## src/rtl/fetch_pkg.sv

```systemverilog
// rtl/fetch_pkg.sv - shared types and constants for the instruction-fetch sequencer
package fetch_pkg;

  // Sequencer FSM: either fetching words or parked by the execute stage.
  typedef enum logic [0:0] {
    ST_FETCH  = 1'b0,
    ST_HALTED = 1'b1
  } fetch_state_e;

  // One instruction word per fetch, so the PC advances by one 32-bit word.
  localparam int PC_STEP = 4;

  localparam int              DEFAULT_ADDR_W   = 8;
  localparam logic [7:0]      DEFAULT_RESET_PC = 8'h00;

  // Queue entry layout at the default address width: PC above the instruction.
  typedef struct packed {
    logic [DEFAULT_ADDR_W-1:0] pc;
    logic [31:0]               instr;
  } fetch_entry_t;

endpackage

```

## src/rtl/fetch_queue.sv

```systemverilog
// rtl/fetch_queue.sv - small synchronous FIFO holding fetched {pc, instr} entries
module fetch_queue #(
  parameter int DEPTH  = 2,
  parameter int DATA_W = 40
) (
  input  logic              clk,
  input  logic              rst_n,
  input  logic              i_push,
  input  logic [DATA_W-1:0] i_data,
  input  logic              i_pop,
  input  logic              i_flush,
  output logic              o_full,
  output logic              o_empty,
  output logic [DATA_W-1:0] o_head
);

  localparam int PTR_W = (DEPTH > 1) ? $clog2(DEPTH) : 1;
  localparam int CNT_W = $clog2(DEPTH + 1);
  localparam logic [PTR_W-1:0] LAST_PTR = PTR_W'(DEPTH - 1);
  localparam logic [CNT_W-1:0] FULL_CNT = CNT_W'(DEPTH);

  logic [DATA_W-1:0] r_mem [DEPTH];
  logic [PTR_W-1:0]  r_rd_ptr;
  logic [PTR_W-1:0]  r_wr_ptr;
  logic [CNT_W-1:0]  r_count;

  logic w_do_pop;
  logic w_do_push;

  // Pointers wrap explicitly so DEPTH need not be a power of two.
  function automatic logic [PTR_W-1:0] ptr_next(input logic [PTR_W-1:0] ptr);
    return (ptr == LAST_PTR) ? '0 : ptr + PTR_W'(1);
  endfunction

  assign o_empty   = (r_count == '0);
  assign o_full    = (r_count == FULL_CNT);
  // A push into a full queue is legal only when the head leaves in the same cycle.
  assign w_do_pop  = i_pop & ~o_empty;
  assign w_do_push = i_push & (~o_full | w_do_pop);
  // Empty queue presents zeros so decode never sees stale data.
  assign o_head    = o_empty ? '0 : r_mem[r_rd_ptr];

  // Pointer/occupancy update; flush (and reset) wins over any push in the same cycle.
  always_ff @(posedge clk) begin
    if (!rst_n || i_flush) begin
      r_rd_ptr <= '0;
      r_wr_ptr <= '0;
      r_count  <= '0;
    end else begin
      if (w_do_push) r_wr_ptr <= ptr_next(r_wr_ptr);
      if (w_do_pop)  r_rd_ptr <= ptr_next(r_rd_ptr);
      if (w_do_push && !w_do_pop)      r_count <= r_count + CNT_W'(1);
      else if (!w_do_push && w_do_pop) r_count <= r_count - CNT_W'(1);
    end
  end

  // Entry storage; contents are only meaningful below the occupancy count.
  always_ff @(posedge clk) begin
    if (w_do_push && !i_flush && rst_n) r_mem[r_wr_ptr] <= i_data;
  end

endmodule

```

## src/rtl/fetch_sequencer.sv

```systemverilog
// rtl/fetch_sequencer.sv - program counter, halt FSM and redirect handling for instruction fetch
module fetch_sequencer
  import fetch_pkg::*;
#(
  parameter int                ADDR_W   = 8,
  parameter int                DEPTH    = 2,
  parameter logic [ADDR_W-1:0] RESET_PC = ADDR_W'(DEFAULT_RESET_PC)
) (
  input  logic              clk,
  input  logic              rst_n,
  output logic [ADDR_W-1:0] imem_addr,
  input  logic [31:0]       imem_instr,
  input  logic              redirect_valid,
  input  logic [ADDR_W-1:0] redirect_pc,
  input  logic              halt,
  output logic              out_valid,
  input  logic              out_ready,
  output logic [31:0]       out_instr,
  output logic [ADDR_W-1:0] out_pc,
  output logic              halted
);

  localparam int ENTRY_W = ADDR_W + 32;

  fetch_state_e        r_state;
  logic [ADDR_W-1:0]   r_pc;

  logic                w_full;
  logic                w_empty;
  logic                w_pop;
  logic                w_push;
  logic [ENTRY_W-1:0]  w_head;
  logic [ADDR_W-1:0]   w_redirect_target;
  logic [ADDR_W-1:0]   w_pc_inc;

  // Targets are word aligned; the low two byte-offset bits are simply cleared.
  assign w_redirect_target = redirect_pc & ~ADDR_W'(2'b11);
  assign w_pc_inc          = r_pc + ADDR_W'(PC_STEP);

  assign w_pop  = out_valid & out_ready;
  // A redirect or a halt request suppresses the fetch of the current word.
  assign w_push = (r_state == ST_FETCH) & ~halt & ~redirect_valid & (~w_full | w_pop);

  assign imem_addr = r_pc;
  assign out_valid = ~w_empty;
  assign out_pc    = w_head[ENTRY_W-1:32];
  assign out_instr = w_head[31:0];
  assign halted    = (r_state == ST_HALTED);

  // Halt is a level: the FSM simply follows it one cycle later, redirect or not.
  always_ff @(posedge clk) begin
    if (!rst_n) begin
      r_state <= ST_FETCH;
    end else if (halt) begin
      r_state <= ST_HALTED;
    end else begin
      r_state <= ST_FETCH;
    end
  end

  // PC: redirect has priority, otherwise advance only when a word was captured.
  always_ff @(posedge clk) begin
    if (!rst_n) begin
      r_pc <= RESET_PC;
    end else if (redirect_valid) begin
      r_pc <= w_redirect_target;
    end else if (w_push) begin
      r_pc <= w_pc_inc;
    end
  end

  fetch_queue #(
    .DEPTH  (DEPTH),
    .DATA_W (ENTRY_W)
  ) u_queue (
    .clk     (clk),
    .rst_n   (rst_n),
    .i_push  (w_push),
    .i_data  ({r_pc, imem_instr}),
    .i_pop   (w_pop),
    .i_flush (redirect_valid),
    .o_full  (w_full),
    .o_empty (w_empty),
    .o_head  (w_head)
  );

endmodule

```

## config.mk

```make
export PLATFORM = sky130hd
export DESIGN_NAME = fetch_sequencer
export DESIGN_NICKNAME = d
export VERILOG_FILES = /design/src/rtl/fetch_pkg.sv /design/src/rtl/fetch_queue.sv /design/src/rtl/fetch_sequencer.sv
export SDC_FILE = /design/constraint.sdc
export NUM_CORES = 1
export LEC_CHECK = 0
export CORE_ASPECT_RATIO = 0.8
export CORE_MARGIN = 2
export CORE_UTILIZATION = 50
export CTS_CLUSTER_SIZE = 8
export DETAILED_ROUTE_END_ITERATION = 8
export PLACE_DENSITY = 0.89
export SYNTH_ARGS = -nofsm -noshare
export SYNTH_HDL_FRONTEND = slang
export SYNTH_SLANG_ARGS = --single-unit
```

## constraint.sdc

```tcl
create_clock -name clk -period 17.59 [get_ports clk]
set_clock_uncertainty 0.15 [all_clocks]
set_input_delay 3.518 -clock clk [delete_from_list [all_inputs] [get_ports clk]]
set_output_delay 3.518 -clock clk [all_outputs]
set_load 0.03 [all_outputs]
```

==> metrics.md <==
| Metric | Value |
|---|---|
| Result of the run | `finished clean` |
| Post-CTS Resized | `0` |
| Clock power share | `32.0%` |
| I/O Buffers | `88` |
| CTS tree | `yes` |
| Number of enable flip-flop cells after synthesis | `76` |
| H-Tree Level Count | `3` |
| Antenna diode instance count | `0` |
| Io pins | `95` |
| #FFs+latches synth | `88` |
| Sequential power share | `56.0%` |
| Average wire per standard cell | `15.7 microns` |
| Power spent charging and discharging nets | `99.9 uW` |
| Starting density of the core | `51.3%` |
| Number of instances in the synthesized netlist | `242` |
| Leakage power total | `0.00150 uW` |
| GR Util All Layers | `18.4%` |
| Remaining antenna violation count | `0` |
| Top routing layer in use | `met4` |
| Hold depth | `2` |
| Final period util | `35.3%` |
| Path class of the lowest-slack min-delay path | `register to register` |
| Max-slew violation count | `0` |
| DRC viols | `0` |
| Combinational fraction of design power | `11.9%` |
| Die ar. | `7730 sq um` |
| Number of max-cap violations | `0` |
| Final Instance Count excl. Fillers | `421` |
| WL met1 | `2.73 mm` |
| Syn Std Cell Area | `3520 sq um` |
| Y dimension of the die | `79.0 microns` |
| Post-layout min period | `6.22 ns` |
| Remaining Overflow, GRT | `0` |
| Maximum achievable frequency | `161 MHz` |
| Root buffer selected by CTS | `clkbuf_8` |
| Setup repair after global routing missed its margin | `false` |
| Pwr/cell area | `90.1 nW/um^2` |
| Net Sw Frac | `23.8%` |
| Data arrival time of the critical path | `2.55 ns` |
| Routability Congestion | `0.801` |
| Total via count after detailed routing | `2175` |
| Core Box Area | `6860 sq um` |
| Post-CTS setup-driven buffer insertion count | `0` |
| Layout cells sized above 1 | `5.99%` |
| Die boundary width | `97.8 microns` |
| Via count of the first global-routing pass | `2305` |
| Final #Nets | `376` |
| Number of cells on the worst reg-to-reg path | `3` |
| Share of async-settable or async-resettable flops after synthesis | `0%` |
| Count of standard-cell rows | `27` |
| Worst hold slack after final layout | `0.356 ns` |
| VDD IR-drop max | `0.0688 mV` |
| Wire length of the first global-routing pass | `11.0 mm` |
| Critical path start-end classification | `register to output pin` |
| Register area share after synthesis | `71.7%` |
| CP max FO | `38` |
| Number of antenna violations at the first check in global routing | `0` |
| DR WL met2 | `3.49 mm` |
| Cts hold-fix bufs | `0` |
| Worst relative slew slack | `19.5%` |
| Final hold vios | `0` |
| Int Pwr | `320 uW` |
| Commonest non-fill, non-tap cells in the layout | `clkdlybuf4s50_1, edfxtp_1, nor2_1, mux2i_1, dfxtp_1` |
| Startpoint class of the critical path | `register` |
| Worst skew pair latency | `0.35 ns` |
| Post-synthesis average cell area | `14.5 sq um` |
| HPWL after detailed placement | `4.25 mm` |
| Setup-violating endpoint count in the final report | `0` |
| Worst EP required | `13.92 ns` |
| Maximum count of clock buffers along a single path | `2` |
| Leading cell type in the layout, fill and taps excluded | `clkdlybuf4s50_1` |
| Top FF cell, synth | `edfxtp_1` |
| Total of fill cells in the finished design | `521` |
| Total met3 wirelength after detailed routing | `324 microns` |
| Aggregate negative setup slack | `0 ns` |
| Element type at the critical path end | `output pin` |
| Initial detailed-routing violation count | `117` |
| Yosys warnings | `0` |
| TritonCTS Buffers | `9` |
| Worst Tran Pin Value | `1.21 ns` |
| Routed wire length | `6.59 mm` |
| Minimum setup slack among reg-to-reg paths | `15.18 ns` |
| Clock transition at the registers of the reported paths | `0.08 ns` |
| Cells after DPL | `405` |
| Sink count of the clock tree | `88` |
| Detailed-routing iteration count for the pre-antenna-repair pass | `4` |
| Area Growth Syn to Fin | `32.4%` |
| Via-per-instance ratio | `5.17` |
| Count of different cell masters after synthesis | `39` |
| Pin count of the biggest net entering global routing | `40` |
==> layout make-up <==
cell class | count | area [sq um] | area share [%]
sequential | 88 | 2520 | 54.2
multi-input combinational | 138 | 930 | 20.0
timing repair buffer | 89 | 888 | 19.1
clock buffer | 9 | 124 | 2.66
tap | 87 | 109 | 2.34
clock inverter | 7 | 71.3 | 1.53
inverter | 3 | 11.3 | 0.242
==> synth_stat cells, types with 2 or more instances <==
library cell	count	area, sq um
edfxtp_1	76	2280
nor2_1	44	165
mux2i_1	38	380
dfxtp_1	12	240
clkbuf_1	7	26.3
o21ai_0	5	25.0
buf_2	4	20.0
buf_4	4	30.0
nand2_1	4	15.0
or3_1	4	25.0
a21oi_1	3	15.0
a31oi_1	3	18.8
inv_1	3	11.3
nand3_1	3	15.0
nor3_1	3	15.0
xor2_1	3	26.3
ha_1	2	25.0
nor2b_1	2	12.5
o31ai_1	2	15.0
==> path summary, 6_finish.rpt <==
check / from / to
setup reg to reg: halted$_SDFF_PN0_ / u_queue.r_mem[1][19]$_DFFE_PP_
hold / removal: u_queue.r_rd_ptr$_SDFFE_PP0P_ / u_queue.r_rd_ptr$_SDFFE_PP0P_
setup / recovery: register / out_instr[1]
hold reg to reg: u_queue.r_rd_ptr$_SDFFE_PP0P_ / u_queue.r_rd_ptr$_SDFFE_PP0P_
==> worst max-delay path, cell delays in order (launching register included) <==
cell and delay, ns:
dfxtp_2 1.14, mux2i_1 0.17, nor2_1 0.17, clkdlybuf4s50_1 0.70
==> sequential cells by signal, indices dropped and copies added, names as in the netlist, named ones only <==
register          count
u_queue.r_mem        76
imem_addr             6
u_queue.r_count       2
halted                1
u_queue.r_rd_ptr      1
u_queue.r_wr_ptr      1
==> cells by family (layout without fill, tap and decap cells) <==
group                    after synthesis  in the layout  synth area share, %
multiplexers                          38             38                 10.8
AND/OR/NAND/NOR                       71             71                 9.50
other                                  1              4                0.107
XOR/XNOR                               3              3                0.747
buffers and inverters                 19            108                 2.60
flip-flops                            88             88                 71.7
adder cells (fa/ha/maj)                2              2                0.711
AO/OA/AOI/OAI                         20             20                 3.81
==> layer usage <==
metal | GRT usage (%) | up-vias
met5 | 0 | -
met4 | 3.75 | 0
met3 | 6.34 | 6
met2 | 32.7 | 64
met1 | 22.0 | 1038
li1 | - | 1067
==> metrics by stage <==
step	setup slack [ns]	power, uW	instance area (sq um)	util, %
after floorplan	9.25	265	3530	-
after global placement	11.29	289	4460	65.1
after detailed placement	11.21	290	4460	65.1
after CTS	11.34	424	4660	67.9
after global routing	11.16	437	4660	67.9
final	11.37	420	4660	67.9
==> power by group through the flow <==
stage / clock network [uW] / registers [uW] / logic (uW)
4_1_cts: 138 / 235 / 50.6
3_3_place_gp: 0 / 239 / 49.2
2_1_floorplan: 0 / 240 / 25.1
3_5_place_dp: 0 / 240 / 50.2
6_report: 134 / 235 / 50.1
5_1_grt: 147 / 236 / 53.7
Power figures use the tool's default switching activity.
